**config.mk**
```make
export PLATFORM = sky130hd
export DESIGN_NAME = pipe_share_arbiter
export DESIGN_NICKNAME = d
export VERILOG_FILES = /design/src/rtl/pipe_share_arbiter.sv
export SDC_FILE = /design/constraint.sdc
export NUM_CORES = 1
export LEC_CHECK = 0
export CAP_MARGIN = 40
export CORE_UTILIZATION = 39
export DETAILED_ROUTE_END_ITERATION = 10
export PLACE_DENSITY = 0.8
export SLEW_MARGIN = 20
export SYNTH_ARGS = -nofsm -noshare
export SYNTH_HDL_FRONTEND = slang
export SYNTH_SLANG_ARGS = --single-unit
```
**constraint.sdc**
```tcl
create_clock -name clk -period 3.09 [get_ports clk]
set_input_delay 0.7725 -clock clk [delete_from_list [all_inputs] [get_ports clk]]
set_output_delay 0.7725 -clock clk [all_outputs]
set_load 0.02 [all_outputs]
```
**src/rtl/pipe_share_arbiter.sv**
```systemverilog
// pipe_share_arbiter
//   Shares one fixed-latency (L-cycle, no-stall) pipelined datapath between N
//   requesters. A round-robin arbiter issues at most one operation per cycle.
//   Each issue is tagged with its requester ID. The tags travel alongside the
//   datapath, and each result is steered back to the requester that owns it.
//
//   Optional build macro: PIPE_SHARE_ARBITER_CHECK_EN
//     When defined, a sticky err flag is built. It sets when dp_valid_out
//     disagrees with the valid bit of the last tag stage. The check starts only
//     after a short warm-up, which masks stale datapath contents after reset.
//     When undefined, err is tied low and the warm-up and check logic is absent.

module pipe_share_arbiter #(
  parameter int N = 4,
  parameter int W = 8,
  parameter int L = 4
) (
  input  logic           clk,
  input  logic           rst_n,
  input  logic           en,
  input  logic [N-1:0]   req_valid,
  input  logic [N*W-1:0] req_a,
  input  logic [N*W-1:0] req_b,
  output logic [N-1:0]   req_ready,
  output logic [N-1:0]   res_valid,
  output logic [W-1:0]   res_data,
  output logic           dp_valid_in,
  output logic [W-1:0]   dp_a,
  output logic [W-1:0]   dp_b,
  input  logic           dp_valid_out,
  input  logic [W-1:0]   dp_out,
  output logic           idle,
  output logic [15:0]    op_count,
  output logic           err
);

  localparam int IDW = (N > 1) ? $clog2(N) : 1;

  logic [IDW-1:0] ptr;
  logic [IDW-1:0] grant;
  logic           found;
  logic           fire;
  logic [W-1:0]   sel_a;
  logic [W-1:0]   sel_b;

  // Tag pipeline: entry k holds the owner of the op that has been in the
  // datapath for k cycles. Entry L lines up with dp_valid_out.
  logic           tag_valid [0:L];
  logic [IDW-1:0] tag_id    [0:L];

  // Round-robin search. Requesters at or above ptr are searched first, then the
  // ones below it, both in ascending order. This is the same as scanning
  // ptr, ptr+1, ... mod N.
  // NOTE: every variable written in this block gets a default at the top, so no latch is inferred.
  always_comb begin
    found = 1'b0;
    grant = '0;
    for (int j = 0; j < N; j++) begin
      if (!found && req_valid[j] && (IDW'(j) >= ptr)) begin
        found = 1'b1;
        grant = IDW'(j);
      end
    end
    for (int j = 0; j < N; j++) begin
      if (!found && req_valid[j] && (IDW'(j) < ptr)) begin
        found = 1'b1;
        grant = IDW'(j);
      end
    end
  end

  assign fire = found & en;

  // Only the granted requester sees ready, and it is gated by en.
  always_comb begin
    req_ready = '0;
    for (int j = 0; j < N; j++) begin
      if (found && (grant == IDW'(j))) req_ready[j] = en;
    end
  end

  // Operand mux for the granted requester.
  always_comb begin
    sel_a = '0;
    sel_b = '0;
    for (int j = 0; j < N; j++) begin
      if (grant == IDW'(j)) begin
        sel_a = req_a[j*W +: W];
        sel_b = req_b[j*W +: W];
      end
    end
  end

  // Pointer moves just past the winner on fire, and holds otherwise.
  // NOTE: sequential state uses non-blocking assignments, so every flop samples pre-edge values.
  always_ff @(posedge clk or negedge rst_n) begin
    if (!rst_n) begin
      ptr <= '0;
    end else if (fire) begin
      ptr <= (grant == IDW'(N - 1)) ? '0 : grant + 1'b1;
    end
  end

  // Issue register that drives the datapath inputs. Operands hold when there
  // is no fire, because the datapath ignores them then.
  always_ff @(posedge clk or negedge rst_n) begin
    if (!rst_n) begin
      dp_valid_in <= 1'b0;
      dp_a        <= '0;
      dp_b        <= '0;
    end else begin
      dp_valid_in <= fire;
      if (fire) begin
        dp_a <= sel_a;
        dp_b <= sel_b;
      end
    end
  end

  // Tag valid bits. Clearing them on reset makes stale datapath outputs harmless.
  // NOTE: only the valid bits of the tag array are reset; the IDs are qualified by them and need no reset.
  always_ff @(posedge clk or negedge rst_n) begin
    if (!rst_n) begin
      for (int k = 0; k <= L; k++) tag_valid[k] <= 1'b0;
    end else begin
      tag_valid[0] <= fire;
      for (int k = 1; k <= L; k++) tag_valid[k] <= tag_valid[k-1];
    end
  end

  // Tag IDs shift in lock-step with the valid bits.
  always_ff @(posedge clk) begin
    tag_id[0] <= grant;
    for (int k = 1; k <= L; k++) tag_id[k] <= tag_id[k-1];
  end

  // Result steering: a result reaches its owner only when the last tag stage
  // and the datapath both agree that the output is valid.
  always_comb begin
    res_valid = '0;
    for (int j = 0; j < N; j++) begin
      res_valid[j] = tag_valid[L] & dp_valid_out & (tag_id[L] == IDW'(j));
    end
  end

  assign res_data = dp_out;

  // Idle when no tag stage holds an in-flight operation.
  always_comb begin
    idle = 1'b1;
    for (int k = 0; k <= L; k++) begin
      if (tag_valid[k]) idle = 1'b0;
    end
  end

  // Count of accepted operations; wraps naturally at 16 bits.
  always_ff @(posedge clk or negedge rst_n) begin
    if (!rst_n) begin
      op_count <= '0;
    end else if (fire) begin
      op_count <= op_count + 16'd1;
    end
  end

`ifdef PIPE_SHARE_ARBITER_CHECK_EN
  localparam int WCW = $clog2(L + 2);
  localparam logic [WCW-1:0] WARM_MAX = WCW'(L + 1);

  logic [WCW-1:0] warm;
  logic           warm_done;

  assign warm_done = (warm == WARM_MAX);

  // Warm-up counter: runs 0..L+1 after reset and then saturates.
  always_ff @(posedge clk or negedge rst_n) begin
    if (!rst_n) begin
      warm <= '0;
    end else if (!warm_done) begin
      warm <= warm + 1'b1;
    end
  end

  // Sticky mismatch flag between the datapath valid and the tag valid.
  always_ff @(posedge clk or negedge rst_n) begin
    if (!rst_n) begin
      err <= 1'b0;
    end else if (warm_done && (dp_valid_out != tag_valid[L])) begin
      err <= 1'b1;
    end
  end
`else
  assign err = 1'b0;
`endif

endmodule

```
==> results.ini, run 1 <==
[global_routing]
grt_pass1_vias=2149
grt_max_degree=42
grt_pass1_wl_microns=9280
antenna_found_initial=0
grt_overflow=0
grt_usage_pct=18.1

[power_and_ir_drop]
fin_total_pwr_mw=2.38
power.static_leakage_nw=1.62
p_per_area_nw_per_um2=635
vdd_ir_drop_max_uv=371

[synth]
synth_nets=371
seq_area_frac_synth_pct=47.6
postSynthCellCount=286
synthesis.area_sq_um=2470
syn_avg_cell_area_sq_um=8.64
ys_warn_count=0
yosys_register_bits=49
ys_types=30

[timing]
finalHoldViolCount=0
rsz0062_at_grt=no
setup_violations=0
fin_ws_ns=0.120
fmax_mhz=337
fin_tns_setup_ns=0
slew_viol_final=0
post-route-period-util_pct=96.1
fin_skew_ns=0.00692
period_minus_slack_ns=2.97
hold_slack_ns=0.332

[detailed_routing]
ant_nets=0
first_iter_violations=89
viasPerCell=4.91
vias=2301
wl_microns=5870
drc_errors=0
dr.pass1.iters=6
drt-wirelength-per-cell_microns=12.5

[clock_network]
insertion_delay_ns=0.30
clk_path_buf_depth=2
htree_levels=2
cts_tree=yes
numCtsBuffers=5
ctsHoldBuffers=0
clkSinkCount=49
clk_pin_slew_worst_paths_ns=0.08
cts_root_buffer=clkbuf_8

[layout]
fillers=521
num_antenna_cells=0
layout.nets=478
drive_gt1_share_pct=8.12
area_growth_syn_to_layout_pct=51.9
post-route-cell-area_sq_um=3750

[setup_path]
worstSetupStartpointType=input port
worstSetupPathType=in2out
critPathMaxFanout=5
crit_end=req_ready[3]
critPathLaunch=req_valid[0]
reg2reg_depth=11
worstPathArrival_ns=2.20
reg2reg_from=ptr[1]$_DFFE_PN0P_
rrSetupSlack_ns=0.78
worstPathRequired_ns=2.32
cp_num_cells=7
crit_chain=dlygate4sd2_1, a21oi_1, o21a_1, o22a_2, ha_1, and2_1, clkdlybuf4s15_2
endpoint_kind=output port
cp_num_buf_inv=2
critPathTopFamily=buffers and inverters
cpMaxStageDelayCell=dlygate4sd2_1
timing.rr.end=dp_b[1]$_DFFE_PN0P_
slowest_delay_ns=0.29

[die]
coreArea_sq_um=6030
ioPinCount=131
start_util_pct=41.0
die_height_microns=81.6
die_w_microns=81.6
rows=28
dieArea_sq_um=6660

[min_path]
hold_class=reg2reg
whs_path_depth=0
hold_start=tag_id[0][5]$_DFF_P_

[placed_design]
pre_cts_slack_ns=-0.555
hpwl_microns=4590
dpl_cell_area_sq_um=3670
port_buffers=113
gp_congestion=0.723

[flow_run]
maxCapViolations=0

[outcome]
outcome=finished clean

cells by family (layout without fill, tap and decap cells):
group	after synthesis	in the layout	synth area share, %
AO/OA/AOI/OAI	88	88	20.6
XOR/XNOR	15	15	5.32
adder cells (fa/ha/maj)	5	5	2.53
buffers and inverters	48	156	8.96
flip-flops	49	49	47.6
multiplexers	1	1	0.405
other	1	1	0.152
AND/OR/NAND/NOR	79	79	14.4
placed cells by master (no fill, tap or decap):
cell	count
and2_1	5
clkdlybuf4s50_1	104
or4_1	1
nor3_1	4
clkbuf_8	6
inv_2	1
nor3_2	1
mux2i_1	1
nand3_1	6
o21a_1	1
clkinv_4	1
clkdlybuf4s15_2	1
clkinv_2	1
buf_4	13
dfrtp_1	39
conb_1	1
and4_4	1
a21oi_1	52
dfxtp_1	10
nand4_1	4
and4_1	1
o22a_2	1
nand2_1	29
dlygate4sd2_1	3
ha_1	5
o41ai_4	1
o21ai_0	17
and3_1	2
dlymetal6s2s_1	1
xnor2_1	13
nand2b_1	1
buf_2	4
xor2_1	2
nor2_1	24
inv_1	20
buf_12	1
a22oi_1	16
flip-flops by register name, indices dropped and copies added, names as in the netlist:
register and flops:
dp_a 8, ptr 2, tag_id 10, op_count 16, tag_valid 5, dp_b 8
per-stage QoR:
step	std cells	util (%)
floorplan	286	-
global placement	460	60.5
detailed placement	461	60.8
CTS	469	62.2
global route	469	62.3
finish	469	62.3
power breakdown:
part,total [mW],internal (mW),switching (mW)
Sequential,0.919,0.800,0.119
Combinational,1.08,0.520,0.564
Clock,0.381,0.181,0.200
Total,2.38,1.50,0.883
layout make-up:
type,instances,area (sq um),area share (%)
tap,75,93.8,2.50
inverter,21,78.8,2.10
clock inverter,2,13.8,0.367
sequential,49,1180,31.3
timing repair buffer,127,1230,32.7
clock buffer,6,82.6,2.20
multi-input combinational,189,1080,28.8
repair_timing:
item | in CTS | in global routing
pin swaps | 1 | 0
gates resized for setup | 19 | 2
setup endpoints to repair | 4 | 3
setup buffers | 0 | 0
worst min-delay path by stage:
stage | endpoint | slack (ns)
after floorplan | tag_id[0][2]$_DFF_P_ | 0.31
after global placement | tag_id[0][9]$_DFF_P_ | 0.31
after detailed placement | tag_id[0][4]$_DFF_P_ | 0.31
after global routing | op_count[6]$_DFFE_PN0P_ | 0.34
final | tag_id[0][7]$_DFF_P_ | 0.33
after CTS | op_count[6]$_DFFE_PN0P_ | 0.34
routing by layer:
layer / track usage [%] / share of wire (%) / up-vias
li1: - / - / 1167
met1: 21.8 / 42 / 1024
met2: 31.6 / 46 / 104
met3: 5.22 / 11 / 6
met4: 4.74 / 0.78 / 0
met5: 0 / 0 / -
synthesized netlist by cell type:
cell type | count | share of area [%]
o21a_1 | 1 | 0.30
mux2i_1 | 1 | 0.41
ha_1 | 5 | 2.5
and3_1 | 2 | 0.51
nor3_1 | 5 | 1.0
nor2_1 | 24 | 3.6
clkbuf_1 | 16 | 2.4
buf_4 | 9 | 2.7
inv_1 | 20 | 3.0
o22a_1 | 1 | 0.35
dfxtp_1 | 10 | 8.1
o21ai_0 | 17 | 3.4
and2_1 | 5 | 1.3
xor2_1 | 2 | 0.71
buf_6 | 1 | 0.46
nand3_1 | 6 | 1.2
nand2b_1 | 1 | 0.25
buf_1 | 1 | 0.15
conb_1 | 1 | 0.15
o41ai_4 | 1 | 1.1
nand4_1 | 4 | 1.0
xnor2_1 | 13 | 4.6
dfrtp_1 | 39 | 39
a22oi_1 | 16 | 4.9
inv_2 | 1 | 0.15
and4_1 | 1 | 0.35
or4_1 | 1 | 0.30
and4_4 | 1 | 0.46
nand2_1 | 29 | 4.4
a21oi_1 | 52 | 11
Power figures use the tool's default switching activity.
==> run 2, diff against run 1 <==
==> constraint.sdc (replaced) <==
create_clock -name clk -period 3.09 [get_ports clk]
set_input_delay 0.618 -clock clk [delete_from_list [all_inputs] [get_ports clk]]
set_output_delay 0.618 -clock clk [all_outputs]
set_load 0.02 [all_outputs]
==> results.ini, run 2 (synthesis results as in run 1) <==
[power_and_ir_drop]
fin_total_pwr_mw=2.46  ; was 2.38 mW
p_sw_share_pct=35.8  ; was 37.0%
internal-power_mw=1.58  ; was 1.50 mW
combinationalPowerShare_pct=43.8  ; was 45.5%
p_per_area_nw_per_um2=655  ; was 635 nW/um^2
power.static_leakage_nw=1.62  ; about the same
vdd_ir_drop_max_uv=389  ; was 371 uV
p_seq_share_pct=37.4  ; was 38.5%
p_sw_uw=883  ; about the same
p_clk_share_pct=18.8  ; was 16.0%

[min_path]
hold_class=in2async  ; was reg2reg

[global_routing]
grt.met2_usage_pct=33.0  ; was 31.6%
grt_pass1_wl_microns=9560  ; was 9280 microns
grtUsageMet1_pct=22.1  ; was 21.8%
grt_max_degree=42  ; unchanged
grt.busiest_layer=met2  ; unchanged
grt_overflow=0  ; unchanged
grt_usage_pct=18.8  ; was 18.1%
globalRouteMet3Util_pct=6.44  ; was 5.22%
antenna_found_initial=0  ; unchanged
grt_pass1_vias=2186  ; was 2149

[detailed_routing]
viasPerCell=4.86  ; was 4.91
ant_nets=0  ; unchanged
drc_errors=0  ; unchanged
wl_microns=5920  ; was 5870 microns
dr.pass1.iters=4  ; was 6
first_iter_violations=52  ; was 89
drt-wirelength-per-cell_microns=12.7  ; was 12.5 microns
vias=2271  ; was 2301

[setup_path]
timing.rr.end=dp_b[1]$_DFFE_PN0P_  ; unchanged
endpoint_kind=output port  ; unchanged
worstSetupStartpointType=input port  ; unchanged
worstPathArrival_ns=2.35  ; was 2.20 ns
critPathLaunch=req_valid[2]  ; was req_valid[0]
critPathMaxFanout=4  ; was 5
rrSetupSlack_ns=0.82  ; was 0.78 ns
worstPathRequired_ns=2.47  ; was 2.32 ns
reg2reg_depth=11  ; unchanged
crit_end=req_ready[1]  ; was req_ready[3]
reg2reg_from=ptr[1]$_DFFE_PN0P_  ; unchanged
worstSetupPathType=in2out  ; unchanged

[flow_run]
maxCapViolations=0  ; unchanged

[outcome]
outcome=finished clean  ; unchanged

[layout]
regMostFlops=op_count  ; unchanged
multi_input_area_sq_um=1070  ; was 1080 sq um
drive_gt1_share_pct=6.12  ; was 8.12%
area_growth_syn_to_layout_pct=52.4  ; was 51.9%
num_antenna_cells=0  ; unchanged
layout_commonest_cell=clkdlybuf4s50_1  ; unchanged
mostFrequentLayoutCells=clkdlybuf4s50_1 (107), a21oi_1 (52), dfrtp_1 (39), nand2_1 (29), nor2_1 (24)  ; was clkdlybuf4s50_1 (104), a21oi_1 (52), dfrtp_1 (39), nand2_1 (29), nor2_1 (24)
layout.nets=476  ; was 478
largest_register_ffs=16  ; unchanged
regArea_sq_um=1180  ; unchanged
fillers=541  ; was 521
reg_top3=op_count (16), tag_id (10)  ; unchanged

[timing]
fin_tns_setup_ns=0  ; unchanged
setup_violations=0  ; unchanged
period_minus_slack_ns=2.96  ; was 2.97 ns
fin_skew_ns=0.00738  ; was 0.00692 ns
fmax_mhz=337  ; about the same
finalHoldViolCount=0  ; unchanged
slew_viol_final=0  ; unchanged
rsz0062_at_grt=no  ; unchanged
post-route-period-util_pct=95.9  ; was 96.1%

[clock_network]
clk_pin_slew_worst_paths_ns=0.09  ; was 0.08 ns
insertion_delay_ns=0.30  ; about the same
clkSinkCount=49  ; unchanged
cts_root_buffer=clkbuf_8  ; unchanged
cts_tree=yes  ; unchanged
post_cts_resized=5  ; was 19
clk_path_buf_depth=2  ; unchanged
htree_levels=2  ; unchanged
numCtsBuffers=5  ; unchanged
cts_setup_buffers=0  ; unchanged
ctsHoldBuffers=0  ; unchanged

[placed_design]
gp_congestion=0.722  ; was 0.723
hpwl_microns=4670  ; was 4590 microns
port_buffers=113  ; unchanged

[die]
dieArea_sq_um=6660  ; unchanged
start_util_pct=41.0  ; unchanged
ioPinCount=131  ; unchanged
die_height_microns=81.6  ; unchanged
coreArea_sq_um=6030  ; unchanged
die_w_microns=81.6  ; unchanged
rows=28  ; unchanged

[run 2: critical path: stages]
cell and delay, ns:
clkdlybuf4s50_1 0.51, buf_4 0.14, o21a_1 0.11, o22a_1 0.23, inv_1 0.09, ha_1 0.20
and2_1 0.13, dlygate4sd2_1 0.31
[run 2: worst min-delay path by stage]
stage	to
5_1_grt	op_count[6]$_DFFE_PN0P_
6_report	op_count[6]$_DFFE_PN0P_
2_1_floorplan	tag_id[0][2]$_DFF_P_
4_1_cts	op_count[6]$_DFFE_PN0P_
3_3_place_gp	tag_id[0][3]$_DFF_P_
3_5_place_dp	tag_id[0][3]$_DFF_P_
[run 2: layout make-up]
cell class                      count  area share, %
Timing Repair Buffer              125           32.5
Sequential cell                    49           31.2
Multi-Input combinational cell    189           28.5
Tap cell                           75           2.49
Clock buffer                        6           2.19
Inverter                           21           2.09
Clock inverter                      2          0.997
[run 2: stage by stage]
step,hold WS (ns),cells,setup WS [ns],util (%),cell area (sq um)
2_1_floorplan,0.310,286,0.402,-,2470
4_1_cts,0.179,467,0.123,62.5,3760
3_5_place_dp,0.312,459,-0.268,60.6,3650
3_3_place_gp,0.311,458,-0.227,60.3,3630
6_report,0.179,467,0.126,62.5,3760
5_1_grt,0.172,467,0.0302,62.5,3760
[run 2: power groups by stage]
| stage | combinational, mW | sequential [mW] | clock, mW |
|---|---|---|---|
| 2_1_floorplan | 0.486 | 1.05 | 0 |
| 3_3_place_gp | 1.07 | 0.923 | 0 |
| 3_5_place_dp | 1.09 | 0.940 | 0 |
| 4_1_cts | 1.09 | 0.926 | 0.477 |
| 5_1_grt | 1.20 | 0.949 | 0.504 |
| 6_report | 1.08 | 0.922 | 0.462 |
[run 2: routing by layer]
metal,share of wire [%],routed length (microns),vias to the layer above
li1,-,-,1166
met1,42,2510,1012
met2,48,2830,91
met3,9.2,545,2
met4,0.46,27,0
met5,0,0,-
==> run 3, diff against run 2 <==
REMOVE_ABC_BUFFERS = 1   (was not set)
==> results.ini, run 3 (synthesis results as in run 1) <==
[outcome]
outcome=finished clean  ; unchanged

[timing]
fin_ws_ns=0.0910  ; was 0.126 ns
slew_viol_final=0  ; unchanged
period_minus_slack_ns=3.00  ; was 2.96 ns
fmax_mhz=333  ; was 337 MHz
rsz0062_at_grt=no  ; unchanged
setup_violations=0  ; unchanged
fin_skew_ns=0.00421  ; was 0.00738 ns
worst_pin_slew_ns=0.520
fin_tns_setup_ns=0  ; unchanged
finalHoldViolCount=0  ; unchanged
maxSlewHeadroom_pct=65.1
post-route-period-util_pct=97.1  ; was 95.9%
hold_slack_ns=0.203  ; was 0.179 ns

[layout]
num_antenna_cells=0  ; unchanged
largest_register_ffs=16  ; unchanged
mostFrequentLayoutCells=clkdlybuf4s50_1 (108), a21oi_1 (52), dfrtp_1 (39), nand2_1 (29), nor2_1 (24)  ; was clkdlybuf4s50_1 (107), a21oi_1 (52), dfrtp_1 (39), nand2_1 (29), nor2_1 (24)
reg_top3=op_count (16), tag_id (10)  ; unchanged
regArea_sq_um=1180  ; unchanged
drive_gt1_share_pct=6.60  ; was 6.12%
regMostFlops=op_count  ; unchanged
multi_input_area_sq_um=1070  ; unchanged
area_growth_syn_to_layout_pct=53.6  ; was 52.4%
layout.nets=478  ; was 476
layout_commonest_cell=clkdlybuf4s50_1  ; unchanged
fillers=526  ; was 541
post-route-cell-area_sq_um=3790  ; was 3760 sq um

[clock_network]
htree_levels=2  ; unchanged
clkSinkCount=49  ; unchanged
cts_root_buffer=clkbuf_8  ; unchanged
cts_setup_buffers=0  ; unchanged
ctsHoldBuffers=0  ; unchanged
insertion_delay_ns=0.29  ; was 0.30 ns
clk_pin_slew_worst_paths_ns=0.09  ; about the same
cts_tree=yes  ; unchanged
clk_path_buf_depth=2  ; unchanged
numCtsBuffers=5  ; unchanged

[die]
die_w_microns=81.6  ; unchanged
start_util_pct=41.0  ; unchanged
dieArea_sq_um=6660  ; unchanged
rows=28  ; unchanged
ioPinCount=131  ; unchanged
die_height_microns=81.6  ; unchanged
coreArea_sq_um=6030  ; unchanged

[setup_path]
crit_chain=clkdlybuf4s50_1, buf_4, buf_4, o41ai_4, inv_2, and2_1, dlygate4sd2_1  ; was clkdlybuf4s50_1, buf_4, o21a_1, o22a_1, inv_1, ha_1, and2_1, dlygate4sd2_1
critPathMaxFanout=6  ; was 4
worstSetupStartpointType=input port  ; unchanged
slowest_delay_ns=0.45  ; was 0.51 ns
endpoint_kind=output port  ; unchanged
worstSetupPathType=in2out  ; unchanged
worstPathRequired_ns=2.47  ; about the same
cpMaxStageDelayCell=clkdlybuf4s50_1  ; unchanged
worstPathArrival_ns=2.38  ; was 2.35 ns
cpMostUsedCell=buf_4

[global_routing]
grt_pass1_vias=2221  ; was 2186
grt_usage_pct=19.8  ; was 18.8%
antenna_found_initial=0  ; unchanged
grt_pass1_wl_microns=10100  ; was 9560 microns
grt_overflow=0  ; unchanged
grt_max_degree=33  ; was 42

[placed_design]
hpwl_microns=4760  ; was 4670 microns
port_buffers=113  ; unchanged
pre_cts_slack_ns=-0.159  ; was -0.268 ns
gp_congestion=0.815  ; was 0.722
dpl_cell_area_sq_um=3670  ; was 3650 sq um

[power_and_ir_drop]
p_per_area_nw_per_um2=663  ; was 655 nW/um^2
p_sw_share_pct=34.9  ; was 35.8%
internal-power_mw=1.64  ; was 1.58 mW
p_clk_share_pct=20.8  ; was 18.8%
p_seq_share_pct=36.3  ; was 37.4%
power.static_leakage_nw=1.64  ; was 1.62 nW
vdd_ir_drop_max_uv=367  ; was 389 uV
p_sw_uw=877  ; was 883 uW
combinationalPowerShare_pct=42.9  ; was 43.8%

[detailed_routing]
viasPerCell=4.98  ; was 4.86
wl_microns=6270  ; was 5920 microns
wl_met1_microns=2690  ; was 2510 microns
vias=2334  ; was 2271
met2WireLength_microns=3100  ; was 2830 microns
drc_errors=0  ; unchanged
ant_nets=0  ; unchanged
first_iter_violations=89  ; was 52
route.met3.wl_microns=363  ; was 545 microns
dr.pass1.iters=4  ; unchanged
drt-wirelength-per-cell_microns=13.4  ; was 12.7 microns
routed.top_layer=met4  ; unchanged

[flow_run]
maxCapViolations=0  ; unchanged

[min_path]
hold_class=in2async  ; unchanged

## run 3: cell types whose count changed in the layout (fill, tap and decap cells not counted)
| cell | before | now |
|---|---|---|
| clkinvlp_4 | 1 | 0 |
| clkbuf_8 | 6 | 5 |
| clkdlybuf4s50_1 | 107 | 108 |
| dlygate4sd2_1 | 5 | 4 |
| buf_4 | 11 | 13 |
| clkinv_2 | 0 | 1 |
| bufinv_16 | 1 | 2 |
## run 3: power groups by stage
stage / Sequential (mW) / Combinational [mW] / Clock (mW)
detailed placement: 0.926 / 1.10 / 0
finish: 0.914 / 1.08 / 0.523
global placement: 0.921 / 1.07 / 0
CTS: 0.916 / 1.09 / 0.538
global route: 0.939 / 1.18 / 0.571
floorplan: 1.05 / 0.450 / 0
## run 3: cell type report
type | count | area share [%]
Clock inverter | 3 | 1.71
Multi-Input combinational cell | 189 | 28.3
Clock buffer | 5 | 1.81
Sequential cell | 49 | 31.0
Inverter | 21 | 2.08
Tap cell | 75 | 2.47
Timing Repair Buffer | 127 | 32.6
## run 3: worst max-delay path: cells and delay by family
kind | cells | cell delay [ns]
AOI/OAI and AO/OA | 1 | 0.41
and+or+nand+nor | 1 | 0.17
buffers and inverters | 5 | 1.19
## run 3: path summary, 6_finish.rpt
kind                                           start                       end  slack (ns)  depth (start not counted)
worst max-delay path                    req_valid[0]              req_ready[3]        0.09                          7
worst min-delay path                           rst_n  op_count[15]$_DFFE_PN0P_        0.20                          1
worst max register to register    ptr[1]$_DFFE_PN0P_       dp_a[5]$_DFFE_PN0P_        0.89                         11
worst min register to register  tag_id[0][4]$_DFF_P_      tag_id[0][6]$_DFF_P_        0.33                          0
max in group asynchronous                      rst_n       dp_b[7]$_DFFE_PN0P_        2.44                          2
min in group clk                tag_id[0][4]$_DFF_P_      tag_id[0][6]$_DFF_P_        0.33                          0
## run 3: through the flow
step,utilization [%],cells,power (mW)
3_5_place_dp,60.8,461,2.02
4_1_cts,63.0,469,2.55
5_1_grt,63.0,469,2.68
6_report,63.0,469,2.51
3_3_place_gp,60.5,460,1.99
2_1_floorplan,-,259,1.50
## run 3: layer usage
| metal | global-route usage [%] | vias to the layer above |
|---|---|---|
| met5 | 0 | - |
| met4 | 6.84 | 0 |
| met3 | 5.11 | 8 |
| met2 | 34.6 | 79 |
| met1 | 23.5 | 1076 |
| li1 | - | 1171 |
## run 3: what timing repair did
item	4_1_cts	5_1_grt
hold endpoints to repair	0	0
gates resized for setup	4	0
endpoints found under the setup margin	4	0
